## src/rtl/input_bridge_pkg.sv

```systemverilog
// Shared constants for the debounced input bridge: register word
// addresses and the position of the switch-change pending bit.
package input_bridge_pkg;

   localparam logic [2:0] ADDR_SW_LO    = 3'd0;
   localparam logic [2:0] ADDR_SW_HI    = 3'd1;
   localparam logic [2:0] ADDR_KEY      = 3'd2;
   localparam logic [2:0] ADDR_IRQ_MASK = 3'd3;
   localparam logic [2:0] ADDR_IRQ_PEND = 3'd4;
   localparam logic [2:0] ADDR_EDGE_SEL = 3'd5;

   // Pending/mask bit that collects "any switch changed" events.
   localparam int PEND_SW_BIT = 31;

endpackage

```

## src/rtl/input_bridge_ctrl_if.sv

```systemverilog
// Zero-wait-state register bus between the CPU bridge and the input
// peripheral: word address, write strobe/data and combinational read data.
interface input_bridge_ctrl_if;

   logic [2:0]  addr;
   logic        we;
   logic [31:0] wdata;
   logic [31:0] rdata;

   modport master (output addr, output we, output wdata, input rdata);
   modport slave  (input addr, input we, input wdata, output rdata);

endinterface

```

## src/rtl/debounce_chan.sv

```systemverilog
// One input channel: 2-flop synchroniser followed by a debounce counter.
// A new level is accepted only after DEB_CYCLES consecutive cycles of
// disagreement with the current stable level; rise/fall pulse for exactly
// the cycle whose clock edge updates `stable`.
module debounce_chan #(
   parameter int DEB_CYCLES = 16,
   parameter int CNT_W      = $clog2(DEB_CYCLES)
) (
   input  logic clk_in,
   input  logic sys_rstn,
   input  logic raw,
   output logic stable,
   output logic rise,
   output logic fall
);

   localparam logic [CNT_W-1:0] CNT_LAST = CNT_W'(DEB_CYCLES - 1);

   logic             sync1_q, sync2_q;
   logic             stable_q, stable_d;
   logic [CNT_W-1:0] cnt_q, cnt_d;
   logic             accept;

   // Synchroniser, stable level and counter; idle pins are high.
   always_ff @(posedge clk_in or negedge sys_rstn) begin
      if (!sys_rstn) begin
         sync1_q  <= 1'b1;
         sync2_q  <= 1'b1;
         stable_q <= 1'b1;
         cnt_q    <= '0;
      end else begin
         // NOTE: non-blocking assignments so every flop samples pre-edge values;
         // with blocking ones the two sync stages would collapse into one.
         sync1_q  <= raw;
         sync2_q  <= sync1_q;
         stable_q <= stable_d;
         cnt_q    <= cnt_d;
      end
   end

   // Debounce decision: accept, count the disagreement, or restart.
   always_comb begin
      // NOTE: every output gets a default first so no path leaves it unassigned
      // (which would infer a latch).
      stable_d = stable_q;
      cnt_d    = '0;
      accept   = (sync2_q != stable_q) && (cnt_q == CNT_LAST);
      if (accept) begin
         stable_d = sync2_q;
      end else if (sync2_q != stable_q) begin
         cnt_d = cnt_q + CNT_W'(1);
      end
   end

   assign stable = stable_q;
   assign rise   = accept &  sync2_q;
   assign fall   = accept & ~sync2_q;

endmodule

```

## src/rtl/input_bridge_ctrl.sv

```systemverilog
// Debounced DIP-switch / user-key peripheral. Debounces every raw pin,
// reports active-high levels, and raises a maskable level interrupt on
// selected key edges and on any switch change.
module input_bridge_ctrl
   import input_bridge_pkg::*;
#(
   parameter int NUM_BANKS  = 8,
   parameter int KEY_W      = 8,
   parameter int DEB_CYCLES = 16,
   parameter int CNT_W      = $clog2(DEB_CYCLES)
) (
   input  logic                   clk_in,
   input  logic                   sys_rstn,
   input  logic [NUM_BANKS*8-1:0] dip_switch,
   input  logic [KEY_W-1:0]       user_key,
   input_bridge_ctrl_if.slave     bus,
   output logic                   irq
);

   localparam int          NUM_SW       = NUM_BANKS * 8;
   localparam logic [31:0] KEY_BITS     = 32'((64'd1 << KEY_W) - 64'd1);
   localparam logic [31:0] MASK_WR_BITS = KEY_BITS | (32'd1 << PEND_SW_BIT);

   logic [NUM_SW-1:0] sw_stable, sw_rise, sw_fall;
   logic [KEY_W-1:0]  key_stable, key_rise, key_fall;
   logic [63:0]       sw_pad;

   logic [31:0]       mask_q, mask_d;
   logic [31:0]       pend_q, pend_d, pend_set;
   logic [KEY_W-1:0]  edge_sel_q, edge_sel_d;
   logic              irq_q, irq_d;

   for (genvar i = 0; i < NUM_SW; i++) begin : g_sw
      debounce_chan #(.DEB_CYCLES(DEB_CYCLES), .CNT_W(CNT_W)) u_chan (
         .clk_in  (clk_in),
         .sys_rstn(sys_rstn),
         .raw     (dip_switch[i]),
         .stable  (sw_stable[i]),
         .rise    (sw_rise[i]),
         .fall    (sw_fall[i])
      );
   end

   for (genvar i = 0; i < KEY_W; i++) begin : g_key
      debounce_chan #(.DEB_CYCLES(DEB_CYCLES), .CNT_W(CNT_W)) u_chan (
         .clk_in  (clk_in),
         .sys_rstn(sys_rstn),
         .raw     (user_key[i]),
         .stable  (key_stable[i]),
         .rise    (key_rise[i]),
         .fall    (key_fall[i])
      );
   end

   // Set events: a press is a falling stable level (pins are active-low).
   always_comb begin
      pend_set = '0;
      for (int i = 0; i < KEY_W; i++) begin
         pend_set[i] = edge_sel_q[i] ? key_fall[i] : key_rise[i];
      end
      pend_set[PEND_SW_BIT] = |{sw_rise, sw_fall};
   end

   // Register writes; a set event in the same cycle beats a W1C clear.
   always_comb begin
      mask_d     = mask_q;
      edge_sel_d = edge_sel_q;
      pend_d     = pend_q | pend_set;
      irq_d      = |(pend_q & mask_q);
      if (bus.we) begin
         case (bus.addr)
            ADDR_IRQ_MASK: mask_d     = bus.wdata & MASK_WR_BITS;
            ADDR_IRQ_PEND: pend_d     = (pend_q & ~bus.wdata) | pend_set;
            ADDR_EDGE_SEL: edge_sel_d = bus.wdata[KEY_W-1:0];
            default:       ;
         endcase
      end
   end

   // Register file and registered interrupt output.
   always_ff @(posedge clk_in or negedge sys_rstn) begin
      if (!sys_rstn) begin
         mask_q     <= '0;
         pend_q     <= '0;
         edge_sel_q <= '1;
         irq_q      <= 1'b0;
      end else begin
         mask_q     <= mask_d;
         pend_q     <= pend_d;
         edge_sel_q <= edge_sel_d;
         irq_q      <= irq_d;
      end
   end

   // Active-high switch levels, zero-padded to the full 8-bank map.
   always_comb begin
      sw_pad             = '0;
      sw_pad[NUM_SW-1:0] = ~sw_stable;
   end

   // Combinational read mux.
   always_comb begin
      bus.rdata = '0;
      case (bus.addr)
         ADDR_SW_LO:    bus.rdata             = sw_pad[31:0];
         ADDR_SW_HI:    bus.rdata             = sw_pad[63:32];
         ADDR_KEY:      bus.rdata[KEY_W-1:0]  = ~key_stable;
         ADDR_IRQ_MASK: bus.rdata             = mask_q;
         ADDR_IRQ_PEND: bus.rdata             = pend_q;
         ADDR_EDGE_SEL: bus.rdata[KEY_W-1:0]  = edge_sel_q;
         default:       ;
      endcase
   end

   assign irq = irq_q;

endmodule

```

## src/flat_wrapper.sv

```systemverilog
// flat-port wrapper written by rule: the top's interface ports become plain ports
module input_bridge_ctrl_flat import input_bridge_pkg::*;
#(
   parameter int NUM_BANKS  = 8,
   parameter int KEY_W      = 8,
   parameter int DEB_CYCLES = 16,
   parameter int CNT_W      = $clog2(DEB_CYCLES)
)
  (clk_in, sys_rstn, dip_switch, user_key, irq, bus_addr, bus_we, bus_wdata, bus_rdata);
  input_bridge_ctrl_if bus_i ();
  input  logic clk_in;
  input  logic sys_rstn;
  input  logic [NUM_BANKS*8-1:0] dip_switch;
  input  logic [KEY_W-1:0] user_key;
  output logic irq;
  input wire logic [$bits(bus_i.addr)-1:0] bus_addr;
  input wire logic [$bits(bus_i.we)-1:0] bus_we;
  input wire logic [$bits(bus_i.wdata)-1:0] bus_wdata;
  output wire logic [$bits(bus_i.rdata)-1:0] bus_rdata;
  assign bus_i.addr = bus_addr;
  assign bus_i.we = bus_we;
  assign bus_i.wdata = bus_wdata;
  assign bus_rdata = bus_i.rdata;
  input_bridge_ctrl #(.NUM_BANKS(NUM_BANKS), .KEY_W(KEY_W), .DEB_CYCLES(DEB_CYCLES), .CNT_W(CNT_W)) u_core (.clk_in(clk_in), .sys_rstn(sys_rstn), .dip_switch(dip_switch), .user_key(user_key), .bus(bus_i), .irq(irq));
endmodule
```

## config.mk

```make
export PLATFORM = sky130hd
export DESIGN_NAME = input_bridge_ctrl_flat
export DESIGN_NICKNAME = d
export VERILOG_FILES = /design/src/rtl/input_bridge_pkg.sv /design/src/rtl/input_bridge_ctrl_if.sv /design/src/rtl/debounce_chan.sv /design/src/rtl/input_bridge_ctrl.sv /design/src/flat_wrapper.sv
export SDC_FILE = /design/constraint.sdc
export NUM_CORES = 1
export LEC_CHECK = 0
export CORE_UTILIZATION = 44
export DETAILED_ROUTE_END_ITERATION = 7
export GPL_TIMING_DRIVEN = 0
export SLEW_MARGIN = 5
export SYNTH_ARGS = -nofsm -noshare
export SYNTH_HDL_FRONTEND = slang
export SYNTH_HIERARCHICAL = 1
export SYNTH_SLANG_ARGS = --single-unit
```

## constraint.sdc

```tcl
create_clock -name clk_in -period 1.83 [get_ports clk_in]
set_clock_uncertainty 0.1 [all_clocks]
set_input_delay 0.2745 -clock clk_in [delete_from_list [all_inputs] [get_ports clk_in]]
set_output_delay 0.2745 -clock clk_in [all_outputs]
set_load 0.02 [all_outputs]
```

==> impl_results.md <==
- Fraction of layout cells with a size suffix above 1: a little over a third
- Crit path from: u_core/g_sw[7].u_chan/stable
- Core region area: 56400 um2
- Htree depth: 2
- Number of I/O pins: 143
- RSZ-0062 raised after global routing: yes
- Initial antenna violation count: 0
- CP Cell Sequence: nor2b_4 -> a211oi_2 -> a31oi_1 -> o22ai_2 -> buf_6
- Critical path class: reg -> out
- Clock Pin Slew Worst Setup and Hold Paths: 0.06 ns
- Final Hold Fails: 65
- Pre-antenna DRT Iters: 4
- R2R Setup Slk: -0.30 ns
- Reported leakage power: between 10 and 15 nW
- Clock Latency Late Sink: around 0.62 ns
- CP required: between 1 and 1.5 ns
- PwrDens: 889 nW/um2
- Sequential fraction of the synthesis area: 56.3%
- Die Y: 241 um
- Post-Syn Area: 25100 um2
- Worst slew pin tran: 0.883 ns
- Worst setup EP type: output pin
- Synth Instances: 1958
- PortBufs: 140
- Num Clock Sinks: about 550
- CTS Hold Bufs: 65
- Mean Syn Cell Area: 12.8 um2
- Tmin final: 2.21 ns
- # DRC: 0
- Worst Setup Slack, final: -0.385 ns
- Vias post-DR: 15322
- First-pass GRT wire length: 84800 um
- Reg2Reg Capture Point: u_core/pend_q[31]
- Ys Warns: 6
- GRT Total Usage: 18.9%
- Hold_ws: -0.446 ns
- Synth Flop Type: dfrtp_1
- Highest clock rate: around 450 MHz
- Initial Utilization: between 40% and 50%
- Max-cap check violation count: 0
- Clk buf depth: 3
- GRT overflow: 0
- DIE AREA: 58000 um2
- Final setup TNS: -7.86 ns
- Placer Congestion: approximately 0.8
- WL/cell: 17.1 um
- Routed WL: ~54000 um
- Final setup viols: 33
- Seq cells post-synth: 554
- Util after Layout: 56.4%
- Largest stage delay on the critical path: 0.55 ns
- CP max-delay cell: dfstp_2
- Worst slew margin: 41.0%
- Post-synth EDFFs: 0
- Dpl ws: -1.35 ns
- Failing checks: negative hold slack, negative setup slack
- Outcome: complete, but fails checks
- Worst Reg-to-Reg Cells: 7
- Slew Limit Fails: 0
- Worst r2r src: u_core/g_sw[51].u_chan/cnt_q[0]
- Asr flop ratio synth: 100%
- Hold crit path type: in -> async
- Post-DRT Antenna Nets: 0
- Setup crit start kind: register
- Initial DRC Count: approximately 700
- Via density: ~4.9
- Critical path fanouts, max: 2
- Inserted Clock Buffers: 58
- Rows: 87
- Fin nets: 2512
- Largest net degree at the start of global routing: 123
- Root Buffer: clkbuf_16
- CTS tree: yes
- Fin crit share: 121%
- Vias in the first global route: 15740
- Peak VDD IR: 728 uV
- Netlist cell types: 47
- # diodes: 0
- HPWL after DPL: 36800 um
- Synth Net Count: between 2000 and 2500
- Worst Path Arrival: 1.84 ns
- Area grow syn2layout: 26.8%
- Die X: 241 um
==> Yosys cell counts, types with 2 or more instances <==
master      n  area (um2)
dfstp_2   224        5890
buf_2       8        40.0
nand2_1    15        56.3
dfrtp_1   330        8260
xnor2_1   144        1260
mux2_2     17         191
nor3b_1   145        1090
inv_1     102         383
o221ai_1    3        26.3
nor2_1    339        1270
nand2b_4   73        1000
buf_4       2        15.0
nor2b_1    15        93.8
mux2_4     72        1080
a22oi_1     2        15.0
o21ai_0     4        20.0
a21boi_0   23         173
clkbuf_1    9        33.8
ha_1       72         901
xor2_1     72         631
o22ai_1     2        12.5
a31oi_1     3        18.8
nor3_1      5        25.0
nor4_1     34         213
a221o_1     8        80.1
mux2i_1    28         280
a211oi_1    2        15.0
nand3_1    74         370
nand4_1     8        50.1
nand3_4    72        1260
buf_6       2        22.5
a21oi_1    34         170
==> routing by layer <==
metal / track usage, % / wire length [um]
met2: 30.9 / 25800
met3: 2.72 / 1740
met1: 25.8 / 24600
met5: 0 / 0
met4: 6.44 / 1500
==> cell type report <==
type                       count  area [um2]
clock inverter                25         259
inverter                     103         389
buffer                        21         166
tap                          756         946
timing repair buffer         312        2910
fill                        4758       24600
sequential                   554       14100
multi-input combinational   1280       11300
clock buffer                  85        1730
==> worst max-delay path: cells and delay by family (launching register included) <==
| kind | cells | cell delay (ns) |
|---|---|---|
| AND/OR/NAND/NOR | 1 | 0.14 |
| flip-flops | 1 | 0.55 |
| AO/OA/AOI/OAI | 3 | 0.37 |
| buffers and inverters | 1 | 0.16 |
==> report_power, final <==
part / total [mW] / switching [mW] / internal (mW)
sequential: 13.7 / 0.597 / 13.1
combinational: 2.54 / 1.23 / 1.32
clock: 12.1 / 4.95 / 7.14
==> metrics by stage <==
step	instance area (um2)	hold WS [ns]	power [mW]	cells
6_report	31800	-0.446	28.3	3136
5_1_grt	31800	-0.368	29.5	3136
4_1_cts	30900	-0.407	28.5	3087
3_5_place_dp	27600	0.247	16.0	2858
3_3_place_gp	27400	0.246	15.9	2854
2_1_floorplan	25100	-0.121	15.0	1958
==> logic make-up (layout without fill, tap and decap cells) <==
family,after synthesis,after routing,synth area share [%]
xor gates and xnor gates,216,216,7.54
adders and majority gates,72,72,3.59
buffers and inverters,124,546,1.98
AOI/OAI and AO/OA,88,88,2.36
DFF,554,554,56.3
and+or+nand+nor,785,785,21.9
muxes,119,119,6.32
==> layout by cell type (no fill, tap or decap), types with 12 or more instances in the layout <==
| cell type | count |
|---|---|
| nand2_1 | 15 |
| mux2i_1 | 22 |
| clkbuf_8 | 17 |
| mux2_4 | 72 |
| nand3_4 | 72 |
| nand3_1 | 74 |
| ha_1 | 23 |
| ha_4 | 17 |
| clkinv_2 | 15 |
| inv_1 | 96 |
| ha_2 | 32 |
| a21boi_0 | 23 |
| buf_4 | 122 |
| a21oi_1 | 26 |
| clkbuf_16 | 59 |
| nor3b_2 | 12 |
| clkdlybuf4s50_1 | 105 |
| nor2_2 | 12 |
| xor2_1 | 72 |
| nor3b_1 | 131 |
| buf_6 | 21 |
| dlygate4sd3_1 | 65 |
| clkbuf_1 | 13 |
| nand2b_4 | 73 |
| nor4_2 | 17 |
| xnor2_1 | 144 |
| dfrtp_1 | 330 |
| mux2_2 | 17 |
| dfstp_2 | 224 |
| nor2_1 | 324 |
==> flip-flops by register name, indices dropped and copies added (netlist names) <==
name,flops
u_core/edge_sel_q,8
u_core/g_key.u_chan/cnt_q,32
u_core/g_key.u_chan/stable,8
u_core/g_key.u_chan/sync1_q,8
u_core/g_key.u_chan/sync2_q,8
u_core/g_sw.u_chan/cnt_q,256
u_core/g_sw.u_chan/stable,64
u_core/g_sw.u_chan/sync1_q,64
u_core/g_sw.u_chan/sync2_q,64
u_core/irq,1
u_core/mask_q,9
u_core/pend_q,32
==> worst max-delay path by stage <==
stage / endpoint / cells after the start
final: bus_rdata[7] / 5
after global routing: bus_rdata[2] / 5
after CTS: bus_rdata[2] / 5
after detailed placement: bus_rdata[30] / 7
after global placement: u_core/pend_q[25] / 1
after floorplan: bus_rdata[4] / 5
==> repair_timing <==
action,in CTS,in global routing
setup buffers,54,49
setup endpoints to repair,34,33
endpoints found under the hold margin,120,55
resized for setup,268,111
pin swaps,50,61
Power figures use the tool's default switching activity.
